<file path="src/rtl/cp0_exception_ctrl_pkg.sv">
// Shared CP0 definitions: register numbers, field positions, exception codes,
// EXCE bundle layout and sequencer state encoding.
package cp0_exception_ctrl_pkg;

    localparam logic [4:0] CP0_STATUS = 5'd12;
    localparam logic [4:0] CP0_CAUSE  = 5'd13;
    localparam logic [4:0] CP0_EPC    = 5'd14;

    localparam int ST_IE     = 0;
    localparam int ST_EXL    = 1;
    localparam int ST_IM_LSB = 10;
    localparam int ST_IM_MSB = 15;

    // Only IE, EXL and the hardware interrupt mask bits hold state.
    localparam logic [31:0] STATUS_WMASK = 32'h0000_FC03;

    localparam int CAUSE_SWIP_LSB = 8;
    localparam int CAUSE_SWIP_MSB = 9;
    localparam int IP_LSB         = 8;
    localparam int IP_MSB         = 15;

    localparam logic [4:0] EXC_INT = 5'd0;
    localparam logic [4:0] EXC_SYS = 5'd8;
    localparam logic [4:0] EXC_RI  = 5'd10;

    localparam int EXCE_MFC0 = 34;
    localparam int EXCE_MTC0 = 33;
    localparam int EXCE_ERET = 32;

    typedef enum logic [1:0] {
        S_IDLE   = 2'd0,
        S_ENTRY  = 2'd1,
        S_RETURN = 2'd2,
        S_VECTOR = 2'd3
    } cp0_state_e;

    // Lowest set exception bit wins; syscall is bit 1, anything above is treated as RI.
    function automatic logic [4:0] exc_code_of(input logic [31:1] exc_bits);
        logic [4:0] code;
        logic       found;
        code  = EXC_INT;
        found = 1'b0;
        for (int b = 1; b < 32; b++) begin
            if (exc_bits[b] && !found) begin
                found = 1'b1;
                code  = (b == 1) ? EXC_SYS : EXC_RI;
            end
        end
        return code;
    endfunction

endpackage

</file>
<file path="src/rtl/cp0_int_sync.sv">
// Per-bit multi-flop synchronizer for the asynchronous hardware interrupt lines.
module cp0_int_sync #(
    parameter int WIDTH  = 6,
    parameter int STAGES = 2
) (
    input  logic             clk,
    input  logic             rst_n,
    input  logic [WIDTH-1:0] async_in,
    output logic [WIDTH-1:0] sync_out
);

    logic [WIDTH-1:0] chain [STAGES];

    always_ff @(posedge clk or negedge rst_n) begin
        if (!rst_n) begin
            for (int i = 0; i < STAGES; i++) begin
                chain[i] <= '0;
            end
        end else begin
            chain[0] <= async_in;
            for (int i = 1; i < STAGES; i++) begin
                chain[i] <= chain[i-1];
            end
        end
    end

    assign sync_out = chain[STAGES-1];

endmodule

</file>
<file path="src/rtl/cp0_exception_ctrl.sv">
// Coprocessor-0 exception/interrupt sequencer at commit: owns Status/Cause/EPC,
// flushes and stalls the pipeline and hands a redirect target to fetch.
module cp0_exception_ctrl
    import cp0_exception_ctrl_pkg::*;
#(
    parameter logic [31:0] HANDLER_ADDR = 32'h8000_0180,
    parameter int          NUM_HW_INT   = 6,
    parameter int          SYNC_STAGES  = 2
) (
    input  logic                  clk,
    input  logic                  rst_n,
    input  logic                  commit_valid,
    input  logic [34:0]           exce_i,
    input  logic [31:0]           commit_pc,
    input  logic [4:0]            cp0_sel,
    input  logic [31:0]           cp0_wdata,
    input  logic [NUM_HW_INT-1:0] hw_int,
    output logic [31:0]           cp0_rdata,
    output logic                  flush,
    output logic                  stall,
    output logic                  redirect_valid,
    output logic [31:0]           redirect_pc,
    input  logic                  redirect_ready,
    output logic [31:0]           status_o,
    output logic [31:0]           cause_o,
    output logic [31:0]           epc_o
);

    cp0_state_e            state;
    logic [31:0]           status_q;
    logic [31:0]           epc_q;
    logic [1:0]            sw_ip_q;
    logic [4:0]            exc_code_q;
    logic [NUM_HW_INT-1:0] hw_sync;
    logic [5:0]            hw_ip;
    logic [7:0]            pending_ip;
    logic                  idle;
    logic                  exc_hit;
    logic                  int_hit;
    logic                  eret_hit;
    logic                  take_entry;
    logic                  take_return;
    logic                  do_mtc0;
    logic [4:0]            entry_code;
    logic                  unused_bits;

    cp0_int_sync #(
        .WIDTH  (NUM_HW_INT),
        .STAGES (SYNC_STAGES)
    ) u_int_sync (
        .clk      (clk),
        .rst_n    (rst_n),
        .async_in (hw_int),
        .sync_out (hw_sync)
    );

    // The mfc0 flag only matters to the decoder; bit 0 of INT32 is reserved.
    assign unused_bits = exce_i[EXCE_MFC0] ^ exce_i[0];

    assign hw_ip    = 6'(hw_sync);
    assign status_o = status_q;
    assign cause_o  = {16'h0000, hw_ip, sw_ip_q, 1'b0, exc_code_q, 2'b00};
    assign epc_o    = epc_q;

    always_comb begin
        cp0_rdata = '0;
        case (cp0_sel)
            CP0_STATUS: cp0_rdata = status_q;
            CP0_CAUSE:  cp0_rdata = cause_o;
            CP0_EPC:    cp0_rdata = epc_q;
            default:    cp0_rdata = '0;
        endcase
    end

    // Trigger decode sees the registers as they were before this commit's mtc0.
    always_comb begin
        idle        = (state == S_IDLE);
        pending_ip  = cause_o[IP_MSB:IP_LSB] & status_q[IP_MSB:IP_LSB];
        exc_hit     = |exce_i[31:1];
        int_hit     = status_q[ST_IE] & ~status_q[ST_EXL] & (|pending_ip);
        eret_hit    = exce_i[EXCE_ERET];
        take_entry  = idle & commit_valid & (exc_hit | int_hit);
        take_return = idle & commit_valid & ~exc_hit & ~int_hit & eret_hit;
        entry_code  = exc_hit ? exc_code_of(exce_i[31:1]) : EXC_INT;
        do_mtc0     = idle & commit_valid & exce_i[EXCE_MTC0] & ~take_entry & ~take_return;
    end

    always_ff @(posedge clk or negedge rst_n) begin
        if (!rst_n) begin
            status_q   <= '0;
            sw_ip_q    <= '0;
            exc_code_q <= '0;
            epc_q      <= '0;
        end else if (take_entry) begin
            // A nested exception keeps the original return address.
            if (!status_q[ST_EXL]) begin
                epc_q <= commit_pc;
            end
            exc_code_q       <= entry_code;
            status_q[ST_EXL] <= 1'b1;
        end else if (take_return) begin
            status_q[ST_EXL] <= 1'b0;
        end else if (do_mtc0) begin
            case (cp0_sel)
                CP0_STATUS: status_q <= cp0_wdata & STATUS_WMASK;
                CP0_CAUSE:  sw_ip_q  <= cp0_wdata[CAUSE_SWIP_MSB:CAUSE_SWIP_LSB];
                CP0_EPC:    epc_q    <= cp0_wdata;
                default:    ;
            endcase
        end
    end

    always_ff @(posedge clk or negedge rst_n) begin
        if (!rst_n) begin
            state          <= S_IDLE;
            flush          <= 1'b0;
            stall          <= 1'b0;
            redirect_valid <= 1'b0;
            redirect_pc    <= '0;
        end else begin
            case (state)
                S_IDLE: begin
                    if (take_entry) begin
                        state <= S_ENTRY;
                        flush <= 1'b1;
                        stall <= 1'b1;
                    end else if (take_return) begin
                        state <= S_RETURN;
                        flush <= 1'b1;
                        stall <= 1'b1;
                    end
                end
                S_ENTRY, S_RETURN: begin
                    // EPC cannot change outside IDLE, so it still holds the return target.
                    state          <= S_VECTOR;
                    flush          <= 1'b0;
                    redirect_valid <= 1'b1;
                    redirect_pc    <= (state == S_ENTRY) ? HANDLER_ADDR : epc_q;
                end
                S_VECTOR: begin
                    if (redirect_ready) begin
                        state          <= S_IDLE;
                        stall          <= 1'b0;
                        redirect_valid <= 1'b0;
                    end
                end
                default: state <= S_IDLE;
            endcase
        end
    end

endmodule

</file>
<file path="config.mk">
export PLATFORM = sky130hd
export DESIGN_NAME = cp0_exception_ctrl
export DESIGN_NICKNAME = d
export VERILOG_FILES = /design/src/rtl/cp0_exception_ctrl_pkg.sv /design/src/rtl/cp0_int_sync.sv /design/src/rtl/cp0_exception_ctrl.sv
export SDC_FILE = /design/constraint.sdc
export NUM_CORES = 1
export LEC_CHECK = 0
export ABC_CLOCK_PERIOD_IN_PS = 6450
export CORE_ASPECT_RATIO = 0.5
export CORE_MARGIN = 3
export CORE_UTILIZATION = 43
export DETAILED_ROUTE_END_ITERATION = 16
export PLACE_DENSITY = 0.88
export SKIP_CTS_REPAIR_TIMING = 1
export SLEW_MARGIN = 25
export SYNTH_ARGS = -nofsm -noshare
export SYNTH_HDL_FRONTEND = slang
export SYNTH_SLANG_ARGS = --single-unit
</file>
<file path="constraint.sdc">
create_clock -name clk -period 6.45 [get_ports clk]
set_input_delay 0.645 -clock clk [delete_from_list [all_inputs] [get_ports clk]]
set_output_delay 0.645 -clock clk [all_outputs]
set_load 0.1 [all_outputs]
</file>
==> metrics.txt, run 1 <==
WS Path Type in -> out; maximum VDD drop 319 uV; Port Buf Inserts 228; initial antenna violation count 0; Final Hold Vio Count 0; Reg clk slew, reported paths 0.07 ns; adder-cell share of the synthesized area 0.00985; worst-path maximum fanout 19; post-place instance area 7240 sq um; final antenna-violating net count 0; Seq/Total Area, Yosys 0.458; max cap viols 0; Post-Synth Simple-Gate Area 0.103; RSZ-0062 raised after global routing no; commonest non-fill, non-tap cell in the layout clkdlybuf4s50_1; EDFF count, synth 0; Vias/cell 5.02; Net Sw Frac 0.564; DR iter-0 viols 248; critical path endpoint category primary output; Synth Area in XOR/XNOR 0; Ant. Diodes 0; Reg2Reg Depth 6; Layout area overhead 49.8%; CTS tree yes; RD Place Congestion 0.836; io pins 277; ys flop type dfrtp_1; RR Startpoint status_o[13]; Final min period 4.51 ns; core area 11200 sq um; CP required 5.80 ns; pin count of the biggest net entering global routing 72; final setup fails 0; largest family of logic cells by synthesized area multiplexers; Async S/R FF share, synth 1.00; Worst slew margin 0.310; first-pass GRT wire length 23.9 mm; Syn Area/Cell 12.5 sq um; power density over cell area 601 nW/um^2; flops & latches, synth 93; synth unique cells 41; CP arrival 3.87 ns; 1st-pass router iterations 4; chip height 82.9 um; total power 4.57 mW; cell area after synthesis 5080 sq um; most frequent cells in the layout clkdlybuf4s50_1, dfrtp_1, conb_1; die width 160 um; WL per Instance 19.1 um; Ys Warns 0; final setup TNS 0 ns; clk_skew 0.00726 ns; placed insts 772; Seq pwr share 0.218; R2R setup slack 3.54 ns; Total Wirelength 15.0 mm; die area 13200 sq um; Congestion Overflow GR 0; sw power 2.58 mW; final worst path period share 0.699; reg2reg end epc_o[19]; Worst setup SP type input port; CTS sink cnt 93; final count of pins violating max slew 0; f_max 222 MHz; Tot GR Track Use 0.227; Synth Instances 405; Num CTS Buffers 9; CTS max path bufs 2; leakage 3.25 nW; Finished Layout Cells 788; Hold Path Class in -> async; DP Wirelength 11.2 mm; Worst-Margin Slew 1.03 ns; outcome completed; Std-Cell Rows 27; Clk pwr share 0.140; Worst-Skew Late Latency 0.34 ns; clk root buf clkbuf_16; DR DRC count 0; post-synthesis mux area share 0.208; vias in the first global route 4257; H-tree Lvls 3; combinational power share 0.642; vias 3953; Initial Util 0.452; layout cells sized above 1 0.138; NumNets Final 742; Synth Area in Compound Gates 0.110; design area 7610 sq um; total internal power 1.99 mW
how the worst max path moves through the flow:
| stage | from | end | slack, ns |
|---|---|---|---|
| floorplan | status_o[12] | cp0_rdata[12] | 2.59 |
| global placement | cp0_sel[0] | cp0_rdata[12] | 2.06 |
| detailed placement | cp0_sel[0] | cp0_rdata[15] | 1.95 |
| CTS | cp0_sel[0] | cp0_rdata[15] | 1.93 |
| global route | cp0_sel[0] | cp0_rdata[15] | 1.78 |
| finish | cp0_sel[0] | cp0_rdata[15] | 1.94 |
registers in the layout, summed over array words and instances (netlist names), 2 cells and up:
register,count
u_int_sync.sync_out,6
u_int_sync.chain,6
epc_o,32
exc_code_q,2
sw_ip_q,2
redirect_pc,32
status_o,8
state,2
worst max-delay path, cell delays in order:
cell,delay (ns)
clkdlybuf4s50_1,0.69
nor4b_4,0.73
buf_4,0.40
nand2_1,0.10
o21ai_0,0.11
clkdlybuf4s50_1,1.18
routing by layer:
| layer | up-vias | GRT usage | part of all wire |
|---|---|---|---|
| met3 | 25 | 0.0618 | 0.071 |
| met5 | - | 0 | 0 |
| li1 | 1796 | - | - |
| met1 | 1967 | 0.269 | 0.39 |
| met2 | 165 | 0.410 | 0.52 |
| met4 | 0 | 0.0604 | 0.020 |
through the flow:
stage           util  setup slack (ns)  hold slack (ns)
2_1_floorplan      -              2.59            0.331
3_3_place_gp   0.644              2.06            0.332
3_5_place_dp   0.644              1.95            0.336
4_1_cts        0.676              1.93            0.184
5_1_grt        0.676              1.78            0.189
6_report       0.676              1.94            0.182
final cells by class:
cell class | instances | area [sq um]
clock buffers | 9 | 225
clock inverters | 7 | 138
fillers | 811 | 3640
inverters | 8 | 30.0
multi-input cells | 279 | 2370
flip-flops and latches | 93 | 2330
well taps | 159 | 199
repair buffers | 233 | 2320
kinds of logic after synthesis:
| group | Yosys count |
|---|---|
| AOI/OAI and AO/OA | 66 |
| adders and majority gates | 4 |
| buffers and inverters | 78 |
| DFF | 93 |
| muxes | 85 |
| other | 1 |
| and+or+nand+nor | 78 |
power groups by stage:
stage | Combinational, mW | Sequential (mW) | Clock (mW)
2_1_floorplan | 0.836 | 2.40 | 0
3_3_place_gp | 2.89 | 0.991 | 0
3_5_place_dp | 2.93 | 1.00 | 0
4_1_cts | 2.95 | 0.996 | 0.649
5_1_grt | 3.04 | 1.03 | 0.675
6_report | 2.94 | 0.997 | 0.639
Yosys cell counts (2+ instances only):
cell type | instances | area (sq um)
dfrtp_1 | 93 | 2330
buf_4 | 52 | 390
mux2_4 | 30 | 450
nand2_1 | 30 | 113
mux2_1 | 28 | 315
and2_1 | 21 | 131
a22o_1 | 19 | 166
mux2_2 | 17 | 191
o2bb2ai_1 | 17 | 149
o21ai_0 | 13 | 65.1
clkbuf_1 | 11 | 41.3
mux2i_1 | 10 | 100
inv_1 | 8 | 30.0
nor2_1 | 6 | 22.5
a21oi_1 | 4 | 20.0
a22oi_1 | 4 | 30.0
ha_1 | 4 | 50.1
nor4_2 | 4 | 50.1
nor4_4 | 4 | 85.1
buf_12 | 3 | 60.1
buf_6 | 3 | 33.8
nand4_2 | 3 | 37.5
and4_1 | 2 | 17.5
o22a_1 | 2 | 17.5
Note: power is estimated with default switching activity, not from simulation.
==> run 2: changes to the inputs <==
--- a/config.mk
+++ b/config.mk
@@ -5,12 +5,12 @@
 export SDC_FILE = /design/constraint.sdc
 export NUM_CORES = 1
 export LEC_CHECK = 0
-export ABC_CLOCK_PERIOD_IN_PS = 6450
+export ABC_CLOCK_PERIOD_IN_PS = 3900
 export CORE_ASPECT_RATIO = 0.5
 export CORE_MARGIN = 3
-export CORE_UTILIZATION = 43
+export CORE_UTILIZATION = 36
 export DETAILED_ROUTE_END_ITERATION = 16
-export PLACE_DENSITY = 0.88
+export PLACE_DENSITY = 0.78
 export SKIP_CTS_REPAIR_TIMING = 1
 export SLEW_MARGIN = 25
 export SYNTH_ARGS = -nofsm -noshare
==> constraint.sdc (replaced) <==
create_clock -name clk -period 3.9 [get_ports clk]
set_input_delay 0.39 -clock clk [delete_from_list [all_inputs] [get_ports clk]]
set_output_delay 0.39 -clock clk [all_outputs]
set_load 0.1 [all_outputs]
==> metrics.txt, run 2 (synthesis gave the netlist of run 1 again) <==
Vias/cell 4.77; hold slack 0.171 ns; max cap viols 0; Seq pwr share 0.224; combinational power share 0.654; Net Sw Frac 0.578; chip height 90.0 um; total internal power 3.11 mW; Final Hold Vio Count 0; DR DRC count 0; outcome completed; die width 174 um; slowest cell delay on critical path 0.70 ns; final antenna-violating net count 0; Crit-path slowest cell clkdlybuf4s50_1; Reg clk slew, reported paths 0.07 ns; maximum VDD drop 725 uV; Congestion Overflow GR 0; WL per Instance 18.0 um; RSZ-0062 raised after global routing no; core area 13200 sq um; NumNets Final 742; CP top delay family buffers and inverters; commonest non-fill, non-tap cell in the layout clkdlybuf4s50_1; power density over cell area 981 nW/um^2; clk_skew 0.0102 ns; critical path endpoint category primary output; layout cells sized above 1 0.188; Num CTS Buffers 9; final setup fails 0; Worst setup SP type input port; clk root buf clkbuf_16; CP arrival 2.38 ns; 1st-pass router iterations 4; dpl ws 0.880 ns; vias in the first global route 4094; final setup TNS 0 ns; leakage 3.29 nW; CTS sink cnt 93; CP required 3.51 ns; CTS max path bufs 2; worst-path maximum fanout 32; Worst-Skew Late Latency 0.34 ns; Layout area overhead 47.7%; Initial Util 0.385; Std-Cell Rows 29; Port Buf Inserts 228; pin count of the biggest net entering global routing 72; final worst slack 1.13 ns; f_max 361 MHz; Clk pwr share 0.122; io pins 277; worst path bufs/invs 3; initial antenna violation count 0; DP Wirelength 11.1 mm; placed insts 799; vias 3887; Finished Layout Cells 815; most frequent cells in the layout clkdlybuf4s50_1, dfrtp_1, conb_1; Final min period 2.77 ns; sw power 4.25 mW; RD Place Congestion 0.857; first-pass GRT wire length 23.3 mm; DR iter-0 viols 190; Ant. Diodes 0; final worst path period share 0.711; Tot GR Track Use 0.186; Worst slew margin 0.313; crit-path most repeated cell buf_4; final count of pins violating max slew 0; Hold Path Class in -> async; Worst-Margin Slew 1.03 ns; WS Path Type in -> out; H-tree Lvls 3; die area 15700 sq um; CTS tree yes; Total Wirelength 14.7 mm; cells along the critical path clkdlybuf4s50_1, nor4b_4, buf_4, nand2_1, o21ai_0, buf_4
-- run 2: path summary, 6_finish.rpt --
check	startpoint	end	slack [ns]	cells past startpoint
max in group asynchronous	rst_n	redirect_valid	2.85	2
worst min-delay path	rst_n	u_int_sync.chain[9]	0.17	1
worst min register to register	u_int_sync.chain[10]	u_int_sync.sync_out[4]	0.35	0
worst max register to register	status_o[12]	epc_o[31]	1.33	6
worst max-delay path	cp0_sel[0]	cp0_rdata[15]	1.13	6
min in group clk	u_int_sync.chain[10]	u_int_sync.sync_out[4]	0.35	0
-- run 2: layout make-up --
class,count,area (sq um)
multi-input combinational,279,2370
timing repair buffer,233,2240
sequential,93,2330
clock inverter,7,78.8
inverter,8,30.0
fill,1105,5710
tap,186,233
clock buffer,9,225
-- run 2: power groups by stage --
stage	Sequential [mW]	Clock, mW	Combinational (mW)
2_1_floorplan	3.97	0	1.38
3_3_place_gp	1.65	0	4.79
3_5_place_dp	1.67	0	4.84
4_1_cts	1.66	0.926	4.85
5_1_grt	1.71	0.975	5.00
6_report	1.65	0.900	4.81
-- run 2: per-stage QoR --
step	util	instance area [sq um]	total power, mW
finish	0.568	7500	7.36
global route	0.568	7500	7.68
CTS	0.568	7500	7.43
detailed placement	0.545	7200	6.50
global placement	0.545	7200	6.45
floorplan	-	5250	5.36
-- run 2: layer usage --
layer | vias to the layer above | global-route usage | wire (um)
met1 | 1948 | 0.224 | 6160
met5 | - | 0 | 0
met4 | 0 | 0.0388 | 180
met3 | 10 | 0.0434 | 748
met2 | 135 | 0.340 | 7610
li1 | 1794 | - | -
-- run 2: worst reg2reg max path: cells and delay by family (launching register included) --
| kind | cells | cell delay [ns] |
|---|---|---|
| AO/OA/AOI/OAI | 3 | 0.91 |
| buffers and inverters | 1 | 0.49 |
| flip-flops | 1 | 0.41 |
| multiplexers | 2 | 0.66 |
==> run 3: changes to the inputs <==
--- a/config.mk
+++ b/config.mk
@@ -5,12 +5,12 @@
 export SDC_FILE = /design/constraint.sdc
 export NUM_CORES = 1
 export LEC_CHECK = 0
-export ABC_CLOCK_PERIOD_IN_PS = 3900
+export ABC_CLOCK_PERIOD_IN_PS = 2720
 export CORE_ASPECT_RATIO = 0.5
 export CORE_MARGIN = 3
-export CORE_UTILIZATION = 36
+export CORE_UTILIZATION = 40
 export DETAILED_ROUTE_END_ITERATION = 16
-export PLACE_DENSITY = 0.78
+export PLACE_DENSITY = 0.82
 export SKIP_CTS_REPAIR_TIMING = 1
 export SLEW_MARGIN = 25
 export SYNTH_ARGS = -nofsm -noshare
==> constraint.sdc (replaced) <==
create_clock -name clk -period 2.72 [get_ports clk]
set_input_delay 0.272 -clock clk [delete_from_list [all_inputs] [get_ports clk]]
set_output_delay 0.272 -clock clk [all_outputs]
set_load 0.1 [all_outputs]
==> metrics.txt, run 3 (synthesis gave the netlist of run 1 again) <==
clk root buf clkbuf_16; RR Startpoint status_o[13]; Worst setup startpoint cp0_sel[0]; Num CTS Buffers 9; worst-path maximum fanout 32; Vias/cell 4.97; hold path startpoint u_int_sync.chain[9]; reg2reg end epc_o[20]; vias 4013; Worst Hold Endpoint u_int_sync.sync_out[3]; Worst slew margin 0.552; 1st-pass router iterations 4; CP required 2.45 ns; core area 12100 sq um; CTS sink cnt 93; Port Buf Inserts 228; die area 14200 sq um; Worst-Margin Slew 0.672 ns; DR iter-0 viols 155; Std-Cell Rows 28; outcome completed; DP Wirelength 11.5 mm; io pins 277; final count of pins violating max slew 0; hold path depth 0; WS Path Type in -> out; clk_skew 0.0104 ns; Ant. Diodes 0; Final Hold Vio Count 0; die width 165 um; chip height 85.7 um; Hold Path Class reg -> reg; R2R setup slack 0.38 ns; final setup TNS 0 ns; Reg2Reg Depth 6; initial antenna violation count 0; pin count of the biggest net entering global routing 52; Total Wirelength 14.9 mm; max cap viols 0; RD Place Congestion 0.829; layout cells sized above 1 0.344; f_max 416 MHz; CTS tree yes; CTS max path bufs 2; leakage 3.56 nW; vias in the first global route 4205; WL per Instance 18.4 um; Tot GR Track Use 0.208; Layout area overhead 54.0%; RSZ-0062 raised after global routing no; power density over cell area 1340 nW/um^2; maximum VDD drop 914 uV; NumNets Final 755; Initial Util 0.420; final setup fails 0; Reg clk slew, reported paths 0.06 ns; H-tree Lvls 3; Final min period 2.40 ns; Congestion Overflow GR 0; DR DRC count 0; final worst path period share 0.883; CP arrival 2.13 ns; commonest non-fill, non-tap cell in the layout clkdlybuf4s50_1; critical path endpoint category primary output; Worst setup SP type input port; most frequent cells in the layout clkdlybuf4s50_1, buf_4, dfrtp_1; Finished Layout Cells 807; placed insts 790; first-pass GRT wire length 22.8 mm; final antenna-violating net count 0; Worst-Skew Late Latency 0.34 ns
[run 3: power by group]
part / total (mW) / switching, mW / internal, mW
Clock: 1.27 / 0.546 / 0.719
Combinational: 6.86 / 5.13 / 1.72
Sequential: 2.37 / 0.457 / 1.91
Total: 10.5 / 6.14 / 4.35
[run 3: metal layers]
metal | GRT usage | up-vias | part of all wire
li1 | - | 1820 | -
met5 | 0 | - | 0
met3 | 0.0497 | 27 | 0.060
met1 | 0.245 | 2020 | 0.39
met4 | 0.0657 | 0 | 0.023
met2 | 0.378 | 146 | 0.53
[run 3: worst max-delay path by stage]
stage and end:
4_1_cts cp0_rdata[9], 5_1_grt cp0_rdata[9], 6_report cp0_rdata[9], 2_1_floorplan epc_o[8], 3_3_place_gp epc_o[19], 3_5_place_dp epc_o[31]
[run 3: cell type report]
type | count | area [sq um]
Clock inverter | 6 | 71.3
Timing Repair Buffer | 246 | 2560
Sequential cell | 93 | 2330
Clock buffer | 10 | 229
Inverter | 8 | 30.0
Tap cell | 165 | 206
Fill cell | 913 | 4270
Multi-Input combinational cell | 279 | 2390
[run 3: through the flow]
stage | instance area, sq um | total power [mW] | util | hold WS [ns] | setup WS (ns)
floorplan | 5270 | 7.68 | - | -0.0236 | 0.0245
finish | 7820 | 10.5 | 0.647 | 0.348 | 0.318
detailed placement | 7510 | 9.24 | 0.621 | 0.335 | 0.0520
global route | 7820 | 10.9 | 0.647 | 0.349 | 0.200
CTS | 7810 | 10.5 | 0.646 | -0.0266 | 0.302
global placement | 7510 | 9.12 | 0.621 | 0.332 | 0.0700
[run 3: worst max-delay path, cell delays in order]
cell	delay (ns)
clkdlybuf4s50_1	0.59
nor4b_4	0.37
buf_4	0.43
a22o_1	0.26
buf_12	0.18
